File: src/rtl/exc_commit_unit_pkg.sv
// Shared types and constants for the MEM->WB exception commit unit.
// ExceptType bit indices, CP0 field positions, FSM state and the WB->CP0 bundle.
package exc_commit_unit_pkg;

   localparam int EXC_W      = 9;
   localparam int EXC_ADEL   = 0;
   localparam int EXC_ADES   = 1;
   localparam int EXC_OV     = 2;
   localparam int EXC_ERET   = 3;
   localparam int EXC_BRK    = 4;
   localparam int EXC_SYS    = 5;
   localparam int EXC_RI     = 6;
   localparam int EXC_IFADEL = 7;
   localparam int EXC_INT    = 8;

   localparam logic [31:0] EXC_VECTOR_DEFAULT = 32'hBFC0_0380;

   localparam logic [4:0] CP0_REG_STATUS = 5'd12;
   localparam logic [4:0] CP0_REG_CAUSE  = 5'd13;
   localparam logic [4:0] CP0_REG_EPC    = 5'd14;

   localparam int ST_IE  = 0;
   localparam int ST_EXL = 1;
   localparam int IM_LO  = 8;
   localparam int IM_HI  = 15;
   localparam int IP_LO  = 8;
   localparam int IP_HI  = 15;

   typedef enum logic {
      S_IDLE,
      S_REDIRECT
   } exc_state_e;

   typedef struct packed {
      logic             cp0_wr;
      logic [4:0]       dst;
      logic [31:0]      result;
      logic [31:0]      pc;
      logic [31:0]      alu_out;
      logic             in_delay_slot;
      logic [EXC_W-1:0] except_type;
   } wb_cp0_bus_t;

endpackage

File: src/rtl/exc_prio_enc.sv
// Combinational priority encoder: {interrupt, exception flags} -> one-hot ExceptType.
// The highest set bit wins (interrupt at the top, AdEL at the bottom).
module exc_prio_enc
   import exc_commit_unit_pkg::*;
(
   input  logic [EXC_W-1:0] req_i,
   output logic [EXC_W-1:0] onehot_o
);

   genvar gi;
   generate
      for (gi = 0; gi < EXC_W; gi++) begin : g_pri
         if (gi == EXC_W - 1) begin : g_top
            assign onehot_o[gi] = req_i[gi];
         end else begin : g_low
            assign onehot_o[gi] = req_i[gi] & ~(|req_i[EXC_W-1:gi+1]);
         end
      end
   endgenerate

endmodule

File: src/rtl/exc_commit_unit.sv
// MEM->WB exception commit unit: registers the winning exception for CP0, pulses
// the flush and requests an IF redirect. Optional CP0 forwarding: EXC_CP0_FWD_EN.
module exc_commit_unit
   import exc_commit_unit_pkg::*;
#(
   parameter logic [31:0] EXC_VECTOR = EXC_VECTOR_DEFAULT
) (
   input  logic        clk_i,
   input  logic        rst_ni,
   input  logic        mem_valid_i,
   input  logic [31:0] mem_pc_i,
   input  logic [31:0] mem_alu_out_i,
   input  logic        mem_in_delay_slot_i,
   input  logic [7:0]  mem_exc_flags_i,
   input  logic        mem_cp0_wr_i,
   input  logic [4:0]  mem_dst_i,
   input  logic [31:0] mem_result_i,
   input  logic        wb_stall_i,
   input  logic [31:0] cp0_status_i,
   input  logic [31:0] cp0_cause_i,
   input  logic [31:0] cp0_epc_i,
   output wb_cp0_bus_t wc_bus_o,
   output logic        flush_o,
   output logic        redirect_valid_o,
   output logic [31:0] redirect_pc_o,
   input  logic        redirect_ready_i
);

   exc_state_e       state_q;
   wb_cp0_bus_t      wb_q, wb_d;
   logic             flush_q;
   logic             redirect_valid_q;
   logic [31:0]      redirect_pc_q;

   logic [31:0]      status_eff, cause_eff, epc_eff;
   logic             int_inhibit, int_pending;
   logic [EXC_W-1:0] exc_onehot;
   logic [31:0]      redirect_target;

   logic wb_mtc0_status, wb_mtc0_cause;
   assign wb_mtc0_status = wb_q.cp0_wr && (wb_q.dst == CP0_REG_STATUS);
   assign wb_mtc0_cause  = wb_q.cp0_wr && (wb_q.dst == CP0_REG_CAUSE);

`ifdef EXC_CP0_FWD_EN
   logic wb_mtc0_epc;
   assign wb_mtc0_epc = wb_q.cp0_wr && (wb_q.dst == CP0_REG_EPC);

   // CP0 has not yet seen the mtc0 sitting in WB, so overlay its fields here.
   always_comb begin
      status_eff  = cp0_status_i;
      cause_eff   = cp0_cause_i;
      int_inhibit = 1'b0;
      if (wb_mtc0_status) begin
         status_eff[IM_HI:IM_LO]  = wb_q.result[IM_HI:IM_LO];
         status_eff[ST_EXL:ST_IE] = wb_q.result[ST_EXL:ST_IE];
      end
      if (wb_mtc0_cause) begin
         cause_eff[9:8] = wb_q.result[9:8];
      end
      epc_eff = wb_mtc0_epc ? wb_q.result : cp0_epc_i;
   end
`else
   // Without forwarding, a Status/Cause write in flight makes the raw values stale.
   always_comb begin
      status_eff  = cp0_status_i;
      cause_eff   = cp0_cause_i;
      int_inhibit = wb_mtc0_status || wb_mtc0_cause;
      epc_eff     = cp0_epc_i;
   end
`endif

   logic unused_cp0_bits;
   assign unused_cp0_bits = ^{status_eff[31:16], status_eff[7:2],
                              cause_eff[31:16], cause_eff[7:0]};

   assign int_pending = status_eff[ST_IE] & ~status_eff[ST_EXL] & ~int_inhibit
                      & (|(cause_eff[IP_HI:IP_LO] & status_eff[IM_HI:IM_LO]));

   exc_prio_enc u_prio (
      .req_i    ({int_pending, mem_exc_flags_i}),
      .onehot_o (exc_onehot)
   );

   assign redirect_target = exc_onehot[EXC_ERET] ? epc_eff : EXC_VECTOR;

   // Bubbles and instructions squashed behind a pending redirect load a zero bundle.
   always_comb begin
      wb_d = '0;
      if ((state_q == S_IDLE) && mem_valid_i) begin
         wb_d.cp0_wr        = mem_cp0_wr_i && (exc_onehot == '0);
         wb_d.dst           = mem_dst_i;
         wb_d.result        = mem_result_i;
         wb_d.pc            = mem_pc_i;
         wb_d.alu_out       = mem_alu_out_i;
         wb_d.in_delay_slot = mem_in_delay_slot_i;
         wb_d.except_type   = exc_onehot;
      end
   end

   always_ff @(posedge clk_i or negedge rst_ni) begin
      if (!rst_ni) begin
         state_q          <= S_IDLE;
         wb_q             <= '0;
         flush_q          <= 1'b0;
         redirect_valid_q <= 1'b0;
         redirect_pc_q    <= '0;
      end else begin
         flush_q <= 1'b0;
         if (!wb_stall_i) begin
            wb_q <= wb_d;
         end
         case (state_q)
            S_IDLE: begin
               if (!wb_stall_i && (wb_d.except_type != '0)) begin
                  state_q          <= S_REDIRECT;
                  flush_q          <= 1'b1;
                  redirect_valid_q <= 1'b1;
                  redirect_pc_q    <= redirect_target;
               end
            end
            S_REDIRECT: begin
               if (redirect_valid_q && redirect_ready_i) begin
                  state_q          <= S_IDLE;
                  redirect_valid_q <= 1'b0;
               end
            end
            default: state_q <= S_IDLE;
         endcase
      end
   end

   assign wc_bus_o         = wb_q;
   assign flush_o          = flush_q;
   assign redirect_valid_o = redirect_valid_q;
   assign redirect_pc_o    = redirect_pc_q;

endmodule

File: config.mk
export PLATFORM = sky130hd
export DESIGN_NAME = exc_commit_unit
export DESIGN_NICKNAME = d
export VERILOG_FILES = /design/src/rtl/exc_commit_unit_pkg.sv /design/src/rtl/exc_prio_enc.sv /design/src/rtl/exc_commit_unit.sv
export SDC_FILE = /design/constraint.sdc
export NUM_CORES = 1
export LEC_CHECK = 0
export BUFFER_PORTS_ARGS = -buffer_cell sky130_fd_sc_hd__buf_2
export CORE_AREA = 2 2 139 141
export DETAILED_ROUTE_END_ITERATION = 12
export DIE_AREA = 0 0 141 143
export PLACE_DENSITY = 0.62
export RECOVER_POWER = 100
export SLEW_MARGIN = 25
export SYNTH_ARGS = -nofsm -noshare
export SYNTH_HDL_FRONTEND = slang
export SYNTH_SLANG_ARGS = --single-unit
File: constraint.sdc
create_clock -name clk_i -period 3.9 [get_ports clk_i]
set_input_delay 0.975 -clock clk_i [delete_from_list [all_inputs] [get_ports clk_i]]
set_output_delay 0.975 -clock clk_i [all_outputs]
set_load 0.05 [all_outputs]
==> impl_metrics.yaml <==
outcome:
  status: "finished with violations"
  violations: "max-capacitance violations, max-slew violations"
floorplanning:
  dieArea_sq_mm: 0.02016
  die_width_microns: 141
  num_rows: 50
  pin_count: 358
  core_area_sq_mm: 0.01858
  start_util_pct: 29.35
  die_y_microns: 143
synthesis:
  synth_top_family_by_area: "compound AO/OA/AOI/OAI gates"
  synth_nets: 581
  synth_cell_type_count: 36
  ys_ff_latch: 147
  synth-compound-area-share_pct: 25.58
  syn_inst: 369
  ys_seq_area_share_pct: 67.45
  syn_area_sq_mm: 0.005454
  ys.flop_type: "dfrtp_1"
  async_flop_share_pct: 100.0
  synth_xor_area_share_pct: 0
  synth_fa_ha_area_share_pct: 0
  ys_warn_count: 0
  synthSimpleGateAreaFrac_pct: 3.510
  synth_edf_count: 0
  synth_mux_area_share_pct: 0
  syn_area_per_cell_sq_um: 14.78
timing:
  finalClockSkew_ps: 7.448
  tns_ps: 0
  fin_crit_sh_pct: 73.52
  worst_pin_slew_ps: 1838
  finalSetupViolCount: 0
  slew_violations: 252
  finalHoldViolCount: 0
  rsz0062_at_grt: "no"
  fmax_mhz: 348.8
  period_needed_ps: 2867
  fin_hold_ws_ps: 477.3
  relSlewSlack_pct: -22.53
worst_hold_path:
  worst_hold_path_type: "reg2reg"
  min_path_cells: 2
  worstHoldEndpoint: "wc_bus_o[3]"
  hold_start: "wc_bus_o[3]"
drt:
  wl_per_cell_microns: 17.11
  first_pass_iters: 4
  vias: 4409
  drc: 0
  routed_wl_microns: 15720
  postRouteAntennaNets: 0
  drtIter0Drc: 209
  via_per_inst: 4.798
clock_network:
  clk_path_buf_depth: 2
  clkSlewWorstSetupHoldPaths_ps: 60
  cts_max_level: 4
  cts-hold-fix-buffers: 0
  cts.sinks: 147
  cts.repair.resized: 0
  numCtsBuffers: 17
  clock_latency_ps: 410
  post_cts_buffers: 0
  cts_tree: "built"
  cts_root_buf: "clkbuf_16"
grt:
  overflow: 0
  grt_pass1_wl_microns: 24050
  antenna_found_initial: 1
  grt_use_total_pct: 15.33
  grt_max_degree: 84
  grt_pass1_vias: 4453
worst_setup_path:
  reg2reg_depth: 4
  cp_max_fo: 13
  crit_type: "in2reg"
  rrSetupSlack_ps: 1480
  cp-start-kind: "primary input"
  cp-end-kind: "flip-flop"
  reg2reg_from: "wc_bus_o[110]"
  r2r_end: "redirect_pc_o[9]"
  crit_required_ps: 4180
  crit_arrival_ps: 3150
place:
  portBuffers: 311
  hpwl_microns: 11180
  place_congestion: 0.7474
finish:
  fill_cells: 1859
  final_nets: 884
  area_delta_synth_final_pct: 38.31
  drive_above_1_share_pct: 30.66
  n_antenna_cell: 0
run:
  maxCapViolCount: 4
pwr:
  leakage_uw: 0.003598
  vdd_drop_max_mv: 0.2754
  powerDensity_mw_per_mm2: 621.2
  power_uw: 4686
## area by class of cell
| class | instances | area (sq um) | share of cell area, % |
|---|---|---|---|
| clock buffer | 19 | 442.9 | 5.872 |
| clock inverter | 13 | 126.4 | 1.675 |
| tap | 234 | 292.8 | 3.881 |
| multi-input combinational | 188 | 1572 | 20.83 |
| sequential | 147 | 3679 | 48.76 |
| timing repair buffer | 317 | 1428 | 18.93 |
| inverter | 1 | 3.754 | 0.04976 |
## synth_stat cells, types with 2 or more instances
cell type | instances | area (sq um)
a21oi_1 | 2 | 10.01
a22o_1 | 103 | 902.1
a22oi_1 | 4 | 30.03
a32o_1 | 23 | 230.2
buf_2 | 10 | 50.05
buf_4 | 3 | 22.52
buf_6 | 5 | 56.30
clkbuf_1 | 15 | 56.30
dfrtp_1 | 147 | 3679
nand2_1 | 13 | 48.80
nor2_1 | 3 | 11.26
nor2b_1 | 3 | 18.77
o21ai_0 | 3 | 15.01
o2bb2ai_1 | 4 | 35.03
o32a_1 | 5 | 50.05
o32a_2 | 6 | 67.56
## cell families after synthesis
kind of cell	after synthesis
simple gates	32
compound gates	156
buf+inv	34
flops	147
## where the power goes
group          internal, uW  switching [uW]  leakage [uW]
sequential             1720             114       0.00193
clock                   908             678      0.000273
combinational           292             977       0.00140
total                  2920            1770       0.00360
## metal layers
metal  part of all wire, %  GRT usage [%]
met5                     0              0
met1                    44          18.89
met4                   1.1          4.474
met3                   6.7          5.030
met2                    49          25.83
## registers in the layout, summed over array words and instances, names as in the netlist
name,flops
state_q,1
redirect_pc_o,32
redirect_valid_o,1
wc_bus_o,112
flush_o,1
## metrics by stage
stage / utilization (%) / cells / setup slack (ps) / cell area [sq um]
5_1_grt: 40.60 / 919 / 932.6 / 7543
3_3_place_gp: 38.70 / 887 / 901.4 / 7191
4_1_cts: 41.76 / 919 / 1345 / 7760
3_5_place_dp: 38.70 / 887 / 913.2 / 7191
6_report: 40.60 / 919 / 1033 / 7543
2_1_floorplan: - / 369 / 1662 / 5454
## cells in the final DEF, fill, tap and decap left out, types with 4 or more instances in the layout
master	n
buf_2	162
clkbuf_1	148
dfrtp_1	147
a22o_1	103
a32o_1	23
clkbuf_16	17
nand2_1	13
o32a_2	6
o32a_1	5
a22oi_1	4
o21ai_0	4
o2bb2ai_1	4
inv_6	4
buf_4	4
## critical path: stages
cell and delay, ps:
clkbuf_1 130, nor4_1 850, and3_1 270, o21ai_0 540, o32a_2 390
## worst max path at each step
| stage | startpoint | endpoint | slack [ps] | cells after the start |
|---|---|---|---|---|
| global placement | wb_stall_i | redirect_pc_o[10] | 900 | 6 |
| finish | mem_exc_flags_i[7] | redirect_pc_o[25] | 1030 | 5 |
| global route | mem_exc_flags_i[7] | redirect_pc_o[12] | 930 | 5 |
| CTS | wb_stall_i | redirect_pc_o[1] | 1350 | 6 |
| floorplan | wb_stall_i | redirect_pc_o[15] | 1660 | 6 |
| detailed placement | wb_stall_i | redirect_pc_o[1] | 910 | 6 |
No activity file was read; power rests on OpenSTA's default activity.
